==> src/rtl/display_scan_controller_pkg.sv <==
// display_scan_controller_pkg: shared state encoding, anode constant and counter sizing
package display_scan_controller_pkg;
  typedef enum logic [1:0] {ST_OFF, ST_BLANK, ST_SHOW} state_t;
  localparam logic [7:0] ANODE_OFF = 8'hFF;
  function automatic int cnt_width(input int dwell);
    return dwell > 1 ? $clog2(dwell) : 1;
  endfunction
endpackage

==> src/rtl/display_scan_controller_scan_timer.sv <==
// scan_timer: per-slot cycle counter with blank-end, pre-end and slot-end strobes
module scan_timer
  import display_scan_controller_pkg::*;
#(
  parameter int DWELL_CYCLES = 50000,
  parameter int BLANK_CYCLES = 16
) (
  input  logic clk,
  input  logic rst,
  input  logic i_run,
  output logic o_blank_done,
  output logic o_pre_done,
  output logic o_slot_done
);
  localparam int CW = cnt_width(DWELL_CYCLES);
  logic [CW-1:0] r_cnt;
  assign o_blank_done = r_cnt == CW'(BLANK_CYCLES - 1);
  assign o_pre_done   = r_cnt == CW'(DWELL_CYCLES - 2);
  assign o_slot_done  = r_cnt == CW'(DWELL_CYCLES - 1);
  always_ff @(posedge clk)
    if (rst || !i_run || o_slot_done) r_cnt <= '0;
    else r_cnt <= r_cnt + 1'b1;
endmodule

==> src/rtl/display_scan_controller.sv <==
// display_scan_controller: multiplexes a shared hex decoder across common-anode digits
module display_scan_controller
  import display_scan_controller_pkg::*;
#(
  parameter int NUM_DIGITS   = 4,
  parameter int DWELL_CYCLES = 50000,
  parameter int BLANK_CYCLES = 16
) (
  input  logic                    clk,
  input  logic                    rst,
  input  logic                    enable,
  input  logic                    load_valid,
  output logic                    load_ready,
  input  logic [4*NUM_DIGITS-1:0] value_in,
  input  logic [NUM_DIGITS-1:0]   dp_in,
  input  logic                    lz_blank,
  output logic [3:0]              digit_code,
  output logic                    seg_blank,
  output logic                    dp_out,
  output logic [NUM_DIGITS-1:0]   digit_sel,
  output logic                    frame_tick
);
  localparam int IW = $clog2(NUM_DIGITS);
  localparam logic [IW-1:0] LAST_IDX = IW'(NUM_DIGITS - 1);
  state_t r_state, w_nstate;
  logic [IW-1:0] r_idx, w_nidx;
  logic [4*NUM_DIGITS-1:0] r_shadow, r_active;
  logic w_run, w_blank_done, w_pre_done, w_slot_done;
  logic w_boundary, w_acc, w_copy, w_hide, w_z;
  logic [NUM_DIGITS-1:0] w_lz;
  logic [3:0] w_nib [NUM_DIGITS];

  assign w_run = enable && r_state != ST_OFF;

  scan_timer #(
    .DWELL_CYCLES(DWELL_CYCLES),
    .BLANK_CYCLES(BLANK_CYCLES)
  ) u_timer (
    .clk         (clk),
    .rst         (rst),
    .i_run       (w_run),
    .o_blank_done(w_blank_done),
    .o_pre_done  (w_pre_done),
    .o_slot_done (w_slot_done)
  );

  assign w_nstate = !enable ? ST_OFF :
                    r_state == ST_OFF ? ST_BLANK :
                    r_state == ST_BLANK ? (w_blank_done ? ST_BLANK == ST_BLANK ? ST_SHOW : ST_SHOW : ST_BLANK) :
                    (w_slot_done ? ST_BLANK : ST_SHOW);
  assign w_nidx = !enable ? '0 :
                  r_state == ST_OFF ? LAST_IDX :
                  (r_state == ST_SHOW && w_slot_done) ? (r_idx == '0 ? LAST_IDX : r_idx - 1'b1) :
                  r_idx;
  // the frame boundary is the end of digit 0's slot; while dark any pending value lands at once
  assign w_boundary = r_state == ST_OFF || (r_state == ST_SHOW && w_slot_done && r_idx == '0);
  assign w_acc  = load_valid && load_ready;
  assign w_copy = !load_ready && w_boundary;
  assign w_hide = lz_blank && w_lz[w_nidx];

  always_comb begin
    w_z  = 1'b1;
    w_lz = '0;
    for (int i = NUM_DIGITS - 1; i > 0; i--) begin
      w_z     = w_z && r_active[4*i +: 4] == 4'h0 && !dp_in[i];
      w_lz[i] = w_z;
    end
    for (int i = 0; i < NUM_DIGITS; i++) w_nib[i] = r_active[4*i +: 4];
  end

  always_ff @(posedge clk) begin
    if (rst) begin
      r_state    <= ST_OFF;
      r_idx      <= '0;
      r_shadow   <= '0;
      r_active   <= '0;
      load_ready <= 1'b1;
      digit_sel  <= ANODE_OFF[NUM_DIGITS-1:0];
      digit_code <= 4'h0;
      seg_blank  <= 1'b1;
      dp_out     <= 1'b0;
      frame_tick <= 1'b0;
    end else begin
      r_state    <= w_nstate;
      r_idx      <= w_nidx;
      digit_sel  <= w_nstate == ST_SHOW ? ~(NUM_DIGITS'(1) << w_nidx) : ANODE_OFF[NUM_DIGITS-1:0];
      digit_code <= w_nstate == ST_SHOW ? w_nib[w_nidx] : 4'h0;
      seg_blank  <= w_nstate != ST_SHOW || w_hide;
      dp_out     <= w_nstate == ST_SHOW && dp_in[w_nidx] && !w_hide;
      frame_tick <= w_run && r_idx == '0 && w_pre_done;
      if (w_copy) r_active <= r_shadow;
      if (w_acc) r_shadow <= value_in;
      load_ready <= w_acc ? 1'b0 : (w_copy ? 1'b1 : load_ready);
    end
  end
endmodule

==> config.mk <==
export PLATFORM = sky130hd
export DESIGN_NAME = display_scan_controller
export DESIGN_NICKNAME = d
export VERILOG_FILES = /design/src/rtl/display_scan_controller_pkg.sv /design/src/rtl/display_scan_controller_scan_timer.sv /design/src/rtl/display_scan_controller.sv
export SDC_FILE = /design/constraint.sdc
export NUM_CORES = 1
export LEC_CHECK = 0
export CELL_PAD_IN_SITES_DETAIL_PLACEMENT = 0
export CELL_PAD_IN_SITES_GLOBAL_PLACEMENT = 1
export CORE_UTILIZATION = 40
export DETAILED_ROUTE_END_ITERATION = 16
export DONT_BUFFER_PORTS = 1
export PLACE_DENSITY = 0.79
export SETUP_SLACK_MARGIN = 0.4
export SKIP_CTS_REPAIR_TIMING = 1
export SLEW_MARGIN = 30
export SYNTH_ARGS = -nofsm -noshare
export SYNTH_HDL_FRONTEND = slang
export SYNTH_HIERARCHICAL = 1
export SYNTH_SLANG_ARGS = --single-unit
==> constraint.sdc <==
create_clock -name clk -period 6 [get_ports clk]
set_input_delay 1.2 -clock clk [delete_from_list [all_inputs] [get_ports clk]]
set_output_delay 1.2 -clock clk [all_outputs]
set_load 0.005 [all_outputs]
Word-level counts from Yosys, hierarchy flattened
Cells that the tools add are included.

Flip-flop bits (word level): 64. Input port bits: 25. Output and inout bits: 12.

$add $sub $neg: 2. Order comparisons: 2. Equal/unequal tests: 7. Shifts and indexed selects: 1. Mux-type cells: 18. Bitwise operators: 3. Reductions and logical operators: 33.

Operator list (count): 16-bit equality test (second input constant) (2); 2-bit two-way mux (9); 16-bit by 1-bit adder with 16-bit output (second input constant) (1); 16-bit by 4-bit equality test with 1-bit output (second input constant) (1); 1-bit logical AND (15); 4-bit zero test (3); 4-bit binary-select mux with 2-bit select (1); 4-bit two-way mux (2); 1-bit zero test (6); 1-bit binary-select mux with 2-bit select (2); 2-bit equality test (second input constant) (2); 2-bit zero test (2); 1-bit logical OR (4); 1-bit two-way mux (4); 4-bit inverter (1); 2-bit nonzero test (2); 1-bit by 2-bit << shifter with 4-bit output (first input constant) (1); 3-bit greater-or-equal comparator (second input constant) (1); 2-bit by 3-bit < comparator with 1-bit output (second input constant) (1); 2-bit inverter with 3-bit output (1); 2-bit by 1-bit equality test with 1-bit output (second input constant) (1); 2-bit != test (second input constant) (1); 2-bit OR reduction (1); 2-bit by 1-bit subtractor with 2-bit output (second input constant) (1); 1-bit inverter (1).

Depth between registers and ports, before layout
Gate-level depths: netlist (run 1).

Depth in word-level cells: 11. Depth in mapped cells: 9. Depth with buffers taken out: 8.

Cells and area by module
The synthesis (run 1) kept the hierarchy.

By module, submodules not included: display_scan_controller (times used 1, cells each 241, area each 1949.4 µm², seq. area each 960.9 µm²); scan_timer (times used 1, cells each 89, area each 779.5 µm², seq. area each 320.3 µm²).

Worst setup path before layout (run 1)
No wires, ideal clock.

Path kind: input -> register. From: in enable. To: reg digit_code[0]. Setup time: 0.120 ns. Data arrival time: 2.370 ns. Slack: 3.510 ns. Stages: 5. Buffers on the path: 1. Cells stage by stage: inv_1 -> or4_4 -> buf_6 -> and3_1 -> o31a_1.

Word-level cells in the longest chain between the ends: 5.

RTL lines: from (decl) (RTL line display_scan_controller.sv:11) `input logic enable,`; 2-bit two-way mux (RTL line display_scan_controller.sv:51) `assign w_nidx = !enable ? '0 :`; 2-bit inverter with 3-bit output (implied by the code) (RTL line display_scan_controller.sv:87) `digit_code <= w_nstate == ST_SHOW ? w_nib[w_nidx] : 4'h0;`; 4-bit binary-select mux with 2-bit select (RTL line display_scan_controller.sv:87); 4-bit two-way mux (implied by the code) (2 in a row) (RTL line display_scan_controller.sv:87); to (signal assigned) (RTL line display_scan_controller.sv:87); to (decl) (RTL line display_scan_controller.sv:17) `output logic [3:0] digit_code,`.

Parallel ways exist; a longest one is shown, timed or not. The select of a mux whose other input is x is not followed. A chain may end at the register's enable or synchronous reset.

Final worst setup path (run 1)
From: reg u_timer.r_cnt[0]. To: reg digit_code[1].

Word-level cells in the longest chain between the ends: 9.

RTL lines: from (decl) (RTL line display_scan_controller_scan_timer.sv:16) `logic [CW-1:0] r_cnt;`; from (signal assigned) (RTL line display_scan_controller_scan_timer.sv:22) `else r_cnt <= r_cnt + 1'b1;`; 16-bit equality test (*) (RTL line display_scan_controller_scan_timer.sv:19) `assign o_slot_done = r_cnt == CW'(DWELL_CYCLES - 1);`; net w_slot_done (RTL line display_scan_controller.sv:28) `logic w_run, w_blank_done, w_pre_done, w_slot_done;`; 1-bit logical AND (RTL line display_scan_controller.sv:53) `(r_state == ST_SHOW && w_slot_done) ? (r_idx == '0 ? LAST_IDX : r_idx - 1'b1) :`; 2-bit two-way mux (RTL line display_scan_controller.sv:53); 2-bit two-way mux (RTL line display_scan_controller.sv:52) `r_state == ST_OFF ? LAST_IDX :`; 2-bit two-way mux (RTL line display_scan_controller.sv:51); 2-bit inverter with 3-bit output (implied by the code) (RTL line display_scan_controller.sv:87); 4-bit binary-select mux with 2-bit select (RTL line display_scan_controller.sv:87); 4-bit two-way mux (implied by the code) (2 in a row) (RTL line display_scan_controller.sv:87).

Mark *: on every way through the listed nets, which the timed path passes. The rest lies on a longest branch. The select of a mux whose other input is x is not followed.

==> tab_implementation.tex, run 1 <==
\begin{tabular}{lr}
\hline
Metric & Value \\
\hline
\multicolumn{2}{l}{\textbf{Logic synthesis}} \\
\quad Yosys warning count & 6 \\
\quad Total nets after synthesis & 358 \\
\quad Total of flip-flops plus latches after synthesis & 64 \\
\quad Most used DFF post-synth & dfxtp\_1 \\
\quad Number of synthesized flops with an enable pin & 0 \\
\quad Post-synthesis average cell area & 8.27 sq um \\
\quad Area of the mapped netlist & 2730 sq um \\
\quad Post-Syn Instances & 330 \\
\quad Yosys top cell area share & 47.0\% \\
\quad Asr flop ratio synth & 0\% \\
\quad Number of distinct library cell variants in the gate-level netlist after synthesis & 45 \\
\quad Cell types occupying the most area after synthesis & dfxtp\_1 (47\%), nand2\_1 (11\%), a21oi\_1 (6.8\%) \\
\quad Most area-hungry cell type in the Yosys netlist & dfxtp\_1 \\
\quad Fraction of the yosys area taken by sequential cells & 47.0\% \\
\multicolumn{2}{l}{\textbf{Final layout}} \\
\quad Area growth from synthesis to layout & 8.12\% \\
\quad Final std cell area, no fill & 2950 sq um \\
\quad Final Net Count & 355 \\
\quad Leading cell type in the layout, fill and taps excluded & nand2\_1 \\
\quad Diode insertion count for antenna repair & 0 \\
\quad Number of fill cells in the layout & 657 \\
\quad Number of standard cells in the final layout excluding fillers & 409 \\
\quad Top library cells by usage in the layout, fill and taps aside & nand2\_1 (77), dfxtp\_1 (64), a21oi\_1 (37), nor2\_1 (24), nand3\_1 (13) \\
\quad Share of layout cells above drive strength 1 & 7.83\% \\
\multicolumn{2}{l}{\textbf{STA}} \\
\quad Worst Max-Slew Pin Slew & 0.761 ns \\
\quad Unrepaired setup endpoints after global routing & false \\
\quad Count of final max-slew check failures & 0 \\
\quad Headroom to the max-slew limit & 48.8\% \\
\quad Max Clk Rate & 0.367 GHz \\
\quad Fin. Hold Viols & 0 \\
\quad Final worst-path setup slack & 3.28 ns \\
\quad Fin Setup TNS & 0 ns \\
\quad Final worst path period share & 45.4\% \\
\quad Final setup violation count & 0 \\
\quad Max Clock Skew & 0.0144 ns \\
\quad Minimum period implied by the final worst setup slack & 2.72 ns \\
\multicolumn{2}{l}{\textbf{Die}} \\
\quad Core Region & 6460 sq um \\
\quad Die area & 7160 sq um \\
\quad Site Rows & 29 \\
\quad I/O pin total & 37 \\
\quad Die Ht & 84.6 microns \\
\quad Initial cell density of the core & 42.3\% \\
\quad Die W & 84.6 microns \\
\multicolumn{2}{l}{\textbf{Power and ir drop}} \\
\quad Cell area power density & 289 nW/um\^{}2 \\
\quad Final Power & 0.852 mW \\
\quad Highest ir drop seen on vdd & 0.000155 V \\
\quad Leakage component of the power & 0.992 nW \\
\multicolumn{2}{l}{\textbf{CTS}} \\
\quad Clock tree from TritonCTS & done \\
\quad Sink count of the clock tree & 64 \\
\quad Number of levels in the clock H-tree & 3 \\
\quad Number of buffers inserted during clock tree synthesis & 9 \\
\quad Clock slew at reported path FFs & 0.07 ns \\
\quad Clock root buffer & clkbuf\_8 \\
\quad Source-to-sink clock delay at the later pin of the worst-skew pair & 0.34 ns \\
\quad Clk buf depth & 2 \\
\multicolumn{2}{l}{\textbf{GRT}} \\
\quad Maximum number of pins on one net before global-route repair & 38 \\
\quad Via count of the first global-routing pass & 2082 \\
\quad Wire length of the first global-routing pass & 9970 microns \\
\quad GRT Overall Usage & 18.1\% \\
\quad Global-route congestion overflow total & 0 \\
\quad Number of antenna violations at the first check in global routing & 0 \\
\multicolumn{2}{l}{\textbf{Placed design}} \\
\quad Pre-CTS setup slack & 3.35 ns \\
\quad Port Buf Inserts & 0 \\
\quad Estimated wirelength of the detail-placed design & 4160 microns \\
\quad Instance area after placement & 2750 sq um \\
\quad Final RePlAce weighted congestion & 0.816 \\
\quad Placed Cells & 393 \\
\multicolumn{2}{l}{\textbf{Detailed routing}} \\
\quad Wire length after detailed routing & 5970 microns \\
\quad Post-route ant nets & 0 \\
\quad Post-DR vias/cell & 5.37 \\
\quad Total DRC errors in the routed layout & 0 \\
\quad Detailed-route via count & 2198 \\
\quad Initial DRC Count & 200 \\
\quad Drt pass-1 iters & 6 \\
\quad WL per Instance & 14.6 microns \\
\multicolumn{2}{l}{\textbf{Critical path}} \\
\quad Crit path buf inv count & 0 \\
\quad Peak per-stage delay on the critical path & 0.44 ns \\
\quad CP delay by family, top & simple AND/OR/NAND/NOR gates \\
\quad Biggest fanout along the worst timing path & 7 \\
\quad Kind of end point of the critical path & flip-flop \\
\quad Crit path launch type & flip-flop \\
\quad Kind of critical path & reg2reg \\
\quad Critical path data arrival time & 2.96 ns \\
\quad Data required time of the worst path & 6.23 ns \\
\quad Highest-delay cell along the critical path & nor3\_1 \\
\quad Cell-by-cell trace of the critical path & ha\_1 > nand4\_1 > nor3\_1 > nor2b\_1 > o21ai\_1 > nand3\_1 > and3\_1 > o31a\_1 \\
\multicolumn{2}{l}{\textbf{Outcome}} \\
\quad Run status & complete, no violations \\
\multicolumn{2}{l}{\textbf{Min path}} \\
\quad Hold/Removal Path Class & reg2reg \\
\multicolumn{2}{l}{\textbf{Flow run}} \\
\quad Maximum capacitance violations & 0 \\
\hline
\end{tabular}
## stage by stage
stage	utilization [%]	hold slack, ns
5_1_grt	45.7	0.464
3_5_place_dp	42.6	0.441
3_3_place_gp	42.6	0.436
6_report	45.7	0.449
2_1_floorplan	-	0.432
4_1_cts	45.7	0.451
## layer usage
metal	vias up	part of all wire (%)	track usage [%]
met5	-	0	0
met4	0	2.4	8.63
met3	14	6.0	6.78
met2	61	43	25.6
met1	996	49	24.3
li1	1127	-	-
## flip-flops by register name (all words and copies together), names as in the netlist
name / count
r_active: 16
digit_code: 4
u_timer/r_cnt: 16
r_state: 2
r_shadow: 16
load_ready: 1
r_idx: 2
dp_out: 1
seg_blank: 1
frame_tick: 1
digit_sel: 4
## power by group
| part | switching (mW) | internal, mW |
|---|---|---|
| logic | 0.0278 | 0.0150 |
| registers | 0.00812 | 0.436 |
| clock network | 0.163 | 0.202 |
## final cells by class
cell class,count,area (sq um),share of cell area (%)
multi-input cells,241,1330,45.1
flip-flops and latches,64,1280,43.4
well taps,77,96.3,3.27
clock buffers,11,141,4.79
repair buffers,1,7.51,0.254
inverters,10,37.5,1.27
clock inverters,5,56.3,1.91
## worst paths after layout
| kind | start | endpoint | slack, ns | cells after the start |
|---|---|---|---|---|
| worst min register to register | r_active[1] | r_active[1] | 0.45 | 2 |
| worst max register to register | u_timer/r_cnt[0] | digit_code[1] | 3.28 | 8 |
| worst min-delay path | r_active[1] | r_active[1] | 0.45 | 2 |
| worst max-delay path | u_timer/r_cnt[0] | digit_code[1] | 3.28 | 8 |
## cell usage after synthesis (2+ instances only)
| cell type | count |
|---|---|
| and3_1 | 7 |
| nand3_1 | 13 |
| clkbuf_1 | 10 |
| nor3_1 | 9 |
| xor2_1 | 3 |
| a21oi_1 | 37 |
| buf_6 | 3 |
| nor4_1 | 9 |
| or4_1 | 4 |
| or3_1 | 2 |
| nor2_1 | 24 |
| nand2_1 | 77 |
| o21ai_0 | 5 |
| a211oi_1 | 2 |
| xnor2_1 | 11 |
| o31a_1 | 4 |
| a31oi_1 | 2 |
| inv_1 | 10 |
| dfxtp_1 | 64 |
| ha_1 | 3 |
| nor3b_1 | 2 |
| nand4_1 | 6 |
## kinds of logic after synthesis
family / Yosys count / synth area share (%)
xor+xnor: 14 / 4.49
fa+ha+maj: 3 / 1.38
mux: 2 / 0.779
simple gates: 168 / 30.4
compound gates: 54 / 11.7
buf+inv: 25 / 4.31
flops: 64 / 47.0
## worst register-to-register path, delay by kind of cell (launching register included)
kind / cells / cell delay, ns
compound gates: 2 / 0.71
flops: 1 / 0.42
simple gates: 5 / 1.22
fa+ha+maj: 1 / 0.26
Power figures use the tool's default switching activity.
==> run 2, diff against run 1 <==
==> constraint.sdc (replaced) <==
create_clock -name clk -period 2.7 [get_ports clk]
set_input_delay 0.54 -clock clk [delete_from_list [all_inputs] [get_ports clk]]
set_output_delay 0.54 -clock clk [all_outputs]
set_load 0.005 [all_outputs]
==> run 2 against run 1 <==
  * Maximum frequency grew 21%
  * Global-route usage grew 0.33 points
  * Highest routed layer unchanged
  * Design area grew 6.3%
  * Critical path type unchanged
  * Hold slack lost 0.17 ns
  * Sequential share of layout area shrank 2.2 points
  * Core utilization grew 2.9 points
  * Combinational power grew 150%
==> tab_implementation.tex, run 2 (same netlist as run 1, synthesis figures left out) <==
\begin{tabular}{lr}
\hline
Metric & Value \\
\hline
\multicolumn{2}{l}{\textbf{Critical path}} \\
\quad Crit path launch type & flip-flop \\
\quad CP delay by family, top & simple AND/OR/NAND/NOR gates \\
\quad Cell-by-cell trace of the critical path & ha\_4 > nand4\_1 > nor3\_4 > and2b\_2 > nand4b\_1 > nand2\_2 > nor3\_1 > o31a\_1 \\
\quad Biggest fanout along the worst timing path & 7 \\
\quad Critical path data arrival time & 2.49 ns \\
\quad Kind of critical path & reg2reg \\
\quad Crit path buf inv count & 0 \\
\quad Peak per-stage delay on the critical path & 0.39 ns \\
\quad Highest-delay cell along the critical path & dfxtp\_2 \\
\quad Critical register-to-register path startpoint & u\_timer/r\_cnt[1] \\
\quad Kind of end point of the critical path & flip-flop \\
\quad Data required time of the worst path & 2.93 ns \\
\quad Worst setup startpoint & u\_timer/r\_cnt[1] \\
\multicolumn{2}{l}{\textbf{Power and ir drop}} \\
\quad Final Power & 1.99 mW \\
\quad Net Sw Frac & 22.3\% \\
\quad Portion of total power attributed to the clock network & 45.3\% \\
\quad Leakage component of the power & 1.06 nW \\
\quad Cell internal pwr & 1.55 mW \\
\quad Share of power burned in combinational logic & 5.3\% \\
\quad Cell area power density & 636 nW/um\^{}2 \\
\quad Sequential share of power & 49.4\% \\
\quad Highest ir drop seen on vdd & 0.000405 V \\
\quad Switching power total & 0.445 mW \\
\multicolumn{2}{l}{\textbf{STA}} \\
\quad Final worst path period share & 83.6\% \\
\quad Final worst-path setup slack & 0.443 ns \\
\quad Unrepaired setup endpoints after global routing & true \\
\quad Worst Max-Slew Pin Slew & 0.719 ns \\
\quad Fin Setup TNS & 0 ns \\
\quad Max Clock Skew & 0.00546 ns \\
\quad Fin. Hold Viols & 0 \\
\quad Headroom to the max-slew limit & 52.0\% \\
\quad Max Clk Rate & 0.443 GHz \\
\quad Count of final max-slew check failures & 0 \\
\quad Minimum period implied by the final worst setup slack & 2.26 ns \\
\quad Final setup violation count & 0 \\
\multicolumn{2}{l}{\textbf{CTS}} \\
\quad Clk buf depth & 2 \\
\quad Source-to-sink clock delay at the later pin of the worst-skew pair & 0.34 ns \\
\quad Clock slew at reported path FFs & 0.07 ns \\
\quad Clock tree from TritonCTS & done \\
\quad Number of levels in the clock H-tree & 3 \\
\quad Sink count of the clock tree & 64 \\
\quad Number of buffers inserted during clock tree synthesis & 9 \\
\quad Clock root buffer & clkbuf\_8 \\
\multicolumn{2}{l}{\textbf{Final layout}} \\
\quad Number of standard cells in the final layout excluding fillers & 418 \\
\quad Number of fill cells in the layout & 657 \\
\quad Top library cells by usage in the layout, fill and taps aside & nand2\_1 (75), dfxtp\_1 (60), a21oi\_1 (36), nor2\_1 (24), nand3\_1 (13) \\
\quad Post-layout util & 48.5\% \\
\quad Share of layout cells above drive strength 1 & 15.0\% \\
\quad Area growth from synthesis to layout & 14.9\% \\
\quad Biggest regs & r\_active (16), r\_shadow (16), u\_timer/r\_cnt (16) \\
\quad Leading cell type in the layout, fill and taps excluded & nand2\_1 \\
\quad Diode insertion count for antenna repair & 0 \\
\quad Final Net Count & 364 \\
\multicolumn{2}{l}{\textbf{Detailed routing}} \\
\quad Wire length after detailed routing & 6270 microns \\
\quad WL per Instance & 15.0 microns \\
\quad Initial DRC Count & 159 \\
\quad Total DRC errors in the routed layout & 0 \\
\quad Post-DR vias/cell & 5.44 \\
\quad Detailed-route via count & 2272 \\
\quad Post-route ant nets & 0 \\
\quad Drt pass-1 iters & 6 \\
\multicolumn{2}{l}{\textbf{Placed design}} \\
\quad Placed Cells & 395 \\
\quad Port Buf Inserts & 0 \\
\quad Pre-CTS setup slack & 0.222 ns \\
\quad Estimated wirelength of the detail-placed design & 4230 microns \\
\quad Final RePlAce weighted congestion & 0.805 \\
\multicolumn{2}{l}{\textbf{Min path}} \\
\quad Worst min-delay path startpoint & rst \\
\quad Hold/Removal Path Class & in2reg \\
\multicolumn{2}{l}{\textbf{Die}} \\
\quad I/O pin total & 37 \\
\quad Core Region & 6460 sq um \\
\quad Die Ht & 84.6 microns \\
\quad Die W & 84.6 microns \\
\quad Initial cell density of the core & 42.3\% \\
\quad Site Rows & 29 \\
\quad Die area & 7160 sq um \\
\multicolumn{2}{l}{\textbf{Flow run}} \\
\quad Maximum capacitance violations & 0 \\
\multicolumn{2}{l}{\textbf{GRT}} \\
\quad Number of antenna violations at the first check in global routing & 0 \\
\quad Maximum number of pins on one net before global-route repair & 38 \\
\quad Wire length of the first global-routing pass & 10200 microns \\
\quad Via count of the first global-routing pass & 2070 \\
\quad GRT Overall Usage & 18.4\% \\
\quad Global-route congestion overflow total & 0 \\
\multicolumn{2}{l}{\textbf{Outcome}} \\
\quad Run status & complete, no violations \\
\hline
\end{tabular}
run 2: cell types whose count changed in the layout (fill, tap and decap cells not counted), moves of 2 or more:
| cell | delta |
|---|---|
| nand2_2 | +2 |
| dfxtp_2 | +2 |
| and3_4 | +3 |
| and3_1 | -3 |
| nor3_4 | +2 |
| dfxtp_4 | +2 |
| buf_4 | +9 |
| dfxtp_1 | -4 |
| nand2_1 | -2 |
run 2: area by class of cell:
| type | count | area, sq um | area share [%] |
|---|---|---|---|
| Multi-Input combinational cell | 241 | 1410 | 45.1 |
| Sequential cell | 64 | 1290 | 41.2 |
| Clock buffer | 11 | 141 | 4.51 |
| Tap cell | 77 | 96.3 | 3.07 |
| Clock inverter | 5 | 80.1 | 2.55 |
| Timing Repair Buffer | 10 | 75.1 | 2.39 |
| Inverter | 10 | 37.5 | 1.20 |
run 2: power by group through the flow:
stage                     clock network, mW  logic (mW)  registers, mW
after floorplan                           0      0.0899           1.00
after global placement                    0      0.0968           1.01
after detailed placement                  0      0.0977           1.01
after CTS                             0.930      0.0981          0.986
after global routing                  0.973       0.119          0.988
final                                 0.903       0.105          0.986
run 2: per-stage QoR:
stage	area, sq um	hold slack (ns)
floorplan	2730	0.432
global placement	2770	0.436
detailed placement	2770	0.438
CTS	2990	0.246
global route	3140	0.246
finish	3140	0.275
run 2: worst paths after layout:
| path | to | slack (ns) | depth (start not counted) |
|---|---|---|---|
| hold reg to reg | r_active[12] | 0.44 | 2 |
| hold / removal | r_active[8] | 0.27 | 1 |
| setup / recovery | digit_code[2] | 0.44 | 8 |
| setup reg to reg | digit_code[2] | 0.44 | 8 |
run 2: layer usage:
metal  part of all wire (%)  vias up  global-route usage (%)
met2                     45       51                    28.7
li1                       -     1154                       -
met4                    1.1        0                    6.47
met1                     49     1062                    23.6
met5                      0        -                       0
met3                    4.6        5                    6.78
==> run 3, diff against run 2 <==
==> constraint.sdc (replaced) <==
create_clock -name clk -period 2.3 [get_ports clk]
set_input_delay 0.46 -clock clk [delete_from_list [all_inputs] [get_ports clk]]
set_output_delay 0.46 -clock clk [all_outputs]
set_load 0.005 [all_outputs]
==> run 3 against run 2 <==
  * Setup slack got worse by 0.42 ns
  * Largest power group unchanged
  * Critical endpoint is now digit_code[0]
  * Routed wire length increased by 0.35%
  * Total power increased by 23%
==> tab_implementation.tex, run 3 (same netlist as run 1, synthesis figures left out) <==
\begin{tabular}{lr}
\hline
Metric & Value \\
\hline
\multicolumn{2}{l}{\textbf{Final layout}} \\
\quad Number of fill cells in the layout & 620 \\
\quad Area growth from synthesis to layout & 23.1\% \\
\quad Final Net Count & 372 \\
\quad Leading cell type in the layout, fill and taps excluded & nand2\_1 \\
\quad Share of layout cells above drive strength 1 & 23.8\% \\
\quad Sequential cell area in the final layout & 1290 sq um \\
\quad Final std cell area, no fill & 3360 sq um \\
\quad Total area of multi-input combinational cells & 1540 sq um \\
\quad Diode insertion count for antenna repair & 0 \\
\quad Top library cells by usage in the layout, fill and taps aside & nand2\_1 (66), dfxtp\_1 (60), a21oi\_1 (29), nor2\_1 (24), buf\_4 (14) \\
\quad Biggest regs & r\_active (16), r\_shadow (16), u\_timer/r\_cnt (16) \\
\multicolumn{2}{l}{\textbf{Critical path}} \\
\quad Crit path buf inv count & 0 \\
\quad CP delay by family, top & simple AND/OR/NAND/NOR gates \\
\quad Kind of critical path & reg2reg \\
\quad Register-to-register path setup slack & 0.03 ns \\
\quad Number of cells on the worst reg-to-reg path & 7 \\
\quad Highest-delay cell along the critical path & or4\_4 \\
\quad Cell-by-cell trace of the critical path & nor4\_4 > nand2\_2 > nor3\_4 > nor3b\_2 > or4\_4 > and3\_4 > o31a\_1 \\
\quad Data required time of the worst path & 2.52 ns \\
\quad Endpoint of the most critical register-to-register path & digit\_code[0] \\
\quad Kind of end point of the critical path & flip-flop \\
\quad Biggest fanout along the worst timing path & 8 \\
\quad Critical path data arrival time & 2.50 ns \\
\quad Peak per-stage delay on the critical path & 0.58 ns \\
\quad Critical register-to-register path startpoint & u\_timer/r\_cnt[13] \\
\quad Crit path launch type & flip-flop \\
\multicolumn{2}{l}{\textbf{Min path}} \\
\quad Worst-case hold path end point & r\_active[14] \\
\quad Number of cells on the worst hold path & 1 \\
\quad Worst min-delay path startpoint & rst \\
\quad Hold/Removal Path Class & in2reg \\
\multicolumn{2}{l}{\textbf{Detailed routing}} \\
\quad Met2 wire len & 2750 microns \\
\quad Wire length on met3 & 294 microns \\
\quad Total DRC errors in the routed layout & 0 \\
\quad Top layer in use & met4 \\
\quad Wire length after detailed routing & 6300 microns \\
\quad WL per Instance & 14.8 microns \\
\quad Detailed-route via count & 2272 \\
\quad Post-DR vias/cell & 5.33 \\
\quad Post-route ant nets & 0 \\
\quad Initial DRC Count & 98 \\
\quad Wire length the detailed router placed on met1 & 3170 microns \\
\quad Drt pass-1 iters & 12 \\
\multicolumn{2}{l}{\textbf{Placed design}} \\
\quad Port Buf Inserts & 0 \\
\quad Instance area after placement & 2910 sq um \\
\quad Estimated wirelength of the detail-placed design & 4270 microns \\
\quad Final RePlAce weighted congestion & 0.837 \\
\multicolumn{2}{l}{\textbf{STA}} \\
\quad Max Clk Rate & 0.440 GHz \\
\quad Unrepaired setup endpoints after global routing & true \\
\quad Count of final max-slew check failures & 0 \\
\quad Fin. Hold Viols & 0 \\
\quad Final worst path period share & 98.9\% \\
\quad Headroom to the max-slew limit & 65.8\% \\
\quad Final setup violation count & 0 \\
\quad Minimum period implied by the final worst setup slack & 2.27 ns \\
\quad Worst Max-Slew Pin Slew & 0.512 ns \\
\quad Fin Setup TNS & 0 ns \\
\quad Max Clock Skew & 0.0112 ns \\
\quad WHS & 0.180 ns \\
\multicolumn{2}{l}{\textbf{Die}} \\
\quad Initial cell density of the core & 42.3\% \\
\quad Site Rows & 29 \\
\quad I/O pin total & 37 \\
\quad Die area & 7160 sq um \\
\quad Die Ht & 84.6 microns \\
\quad Core Region & 6460 sq um \\
\quad Die W & 84.6 microns \\
\multicolumn{2}{l}{\textbf{CTS}} \\
\quad Source-to-sink clock delay at the later pin of the worst-skew pair & 0.34 ns \\
\quad Clock tree from TritonCTS & done \\
\quad Number of buffers inserted during clock tree synthesis & 9 \\
\quad Sink count of the clock tree & 64 \\
\quad Clock slew at reported path FFs & 0.08 ns \\
\quad Clk buf depth & 2 \\
\quad Clock root buffer & clkbuf\_8 \\
\quad Number of levels in the clock H-tree & 3 \\
\multicolumn{2}{l}{\textbf{Outcome}} \\
\quad Run status & complete, no violations \\
\multicolumn{2}{l}{\textbf{Power and ir drop}} \\
\quad Cell area power density & 730 nW/um\^{}2 \\
\quad Net Sw Frac & 23.5\% \\
\quad Leakage component of the power & 1.18 nW \\
\quad Switching power total & 0.575 mW \\
\quad Portion of total power attributed to the clock network & 47.1\% \\
\quad Sequential share of power & 47.3\% \\
\quad Cell internal pwr & 1.88 mW \\
\quad Highest ir drop seen on vdd & 0.000427 V \\
\quad Share of power burned in combinational logic & 5.6\% \\
\multicolumn{2}{l}{\textbf{GRT}} \\
\quad Wire length of the first global-routing pass & 10300 microns \\
\quad Number of antenna violations at the first check in global routing & 0 \\
\quad Via count of the first global-routing pass & 2178 \\
\quad Global-route congestion overflow total & 0 \\
\quad GRT Overall Usage & 18.4\% \\
\quad Maximum number of pins on one net before global-route repair & 38 \\
\multicolumn{2}{l}{\textbf{Flow run}} \\
\quad Maximum capacitance violations & 0 \\
\hline
\end{tabular}
## run 3: cell count changes in the layout (fill, tap and decap cells not counted), sizes merged
| cell | change |
|---|---|
| inv | +3 |
| clkinvlp | -2 |
| buf | +8 |
| clkbuf | -1 |
## run 3: worst max path at each step
| stage | start | end | slack, ns | cells past startpoint |
|---|---|---|---|---|
| global placement | u_timer/r_cnt[12] | digit_code[2] | 0.12 | 8 |
| CTS | u_timer/r_cnt[12] | digit_code[2] | 0.02 | 8 |
| global route | u_timer/r_cnt[13] | digit_code[0] | -0.06 | 10 |
| floorplan | u_timer/r_cnt[1] | digit_code[0] | 0.14 | 8 |
| finish | u_timer/r_cnt[13] | digit_code[0] | 0.03 | 7 |
| detailed placement | u_timer/r_cnt[12] | digit_code[2] | 0.04 | 8 |
## run 3: area by class of cell
cell class	count	area share, %
tap	77	2.87
inverter	10	1.12
timing repair buffer	18	4.47
multi-input combinational	241	45.8
sequential	64	38.5
clock inverter	6	2.83
clock buffer	10	4.43
## run 3: metrics by stage
stage	power, mW	instances	util (%)	setup WS, ns
finish	2.45	426	52.0	0.0264
global route	2.54	426	52.0	-0.0601
CTS	2.46	422	48.9	0.0206
detailed placement	1.30	406	45.1	0.0352
global placement	1.30	406	45.1	0.118
floorplan	1.29	330	-	0.143
## run 3: power by group through the flow
stage	Combinational, mW	Sequential (mW)	Clock [mW]
3_3_place_gp	0.116	1.18	0
6_report	0.138	1.16	1.15
5_1_grt	0.155	1.16	1.22
2_1_floorplan	0.112	1.17	0
3_5_place_dp	0.119	1.18	0
4_1_cts	0.119	1.16	1.18
## run 3: per-layer routing
metal	up-vias	GRT usage (%)
li1	1167	-
met1	1049	25.5
met2	48	27.1
met3	8	5.70
met4	0	6.47
met5	-	0
## run 3: worst reg2reg max path, delay by kind of cell, from the launching register on
kind            cells  cell delay (ns)
flops               1             0.36
simple gates        6             1.51
compound gates      1             0.29
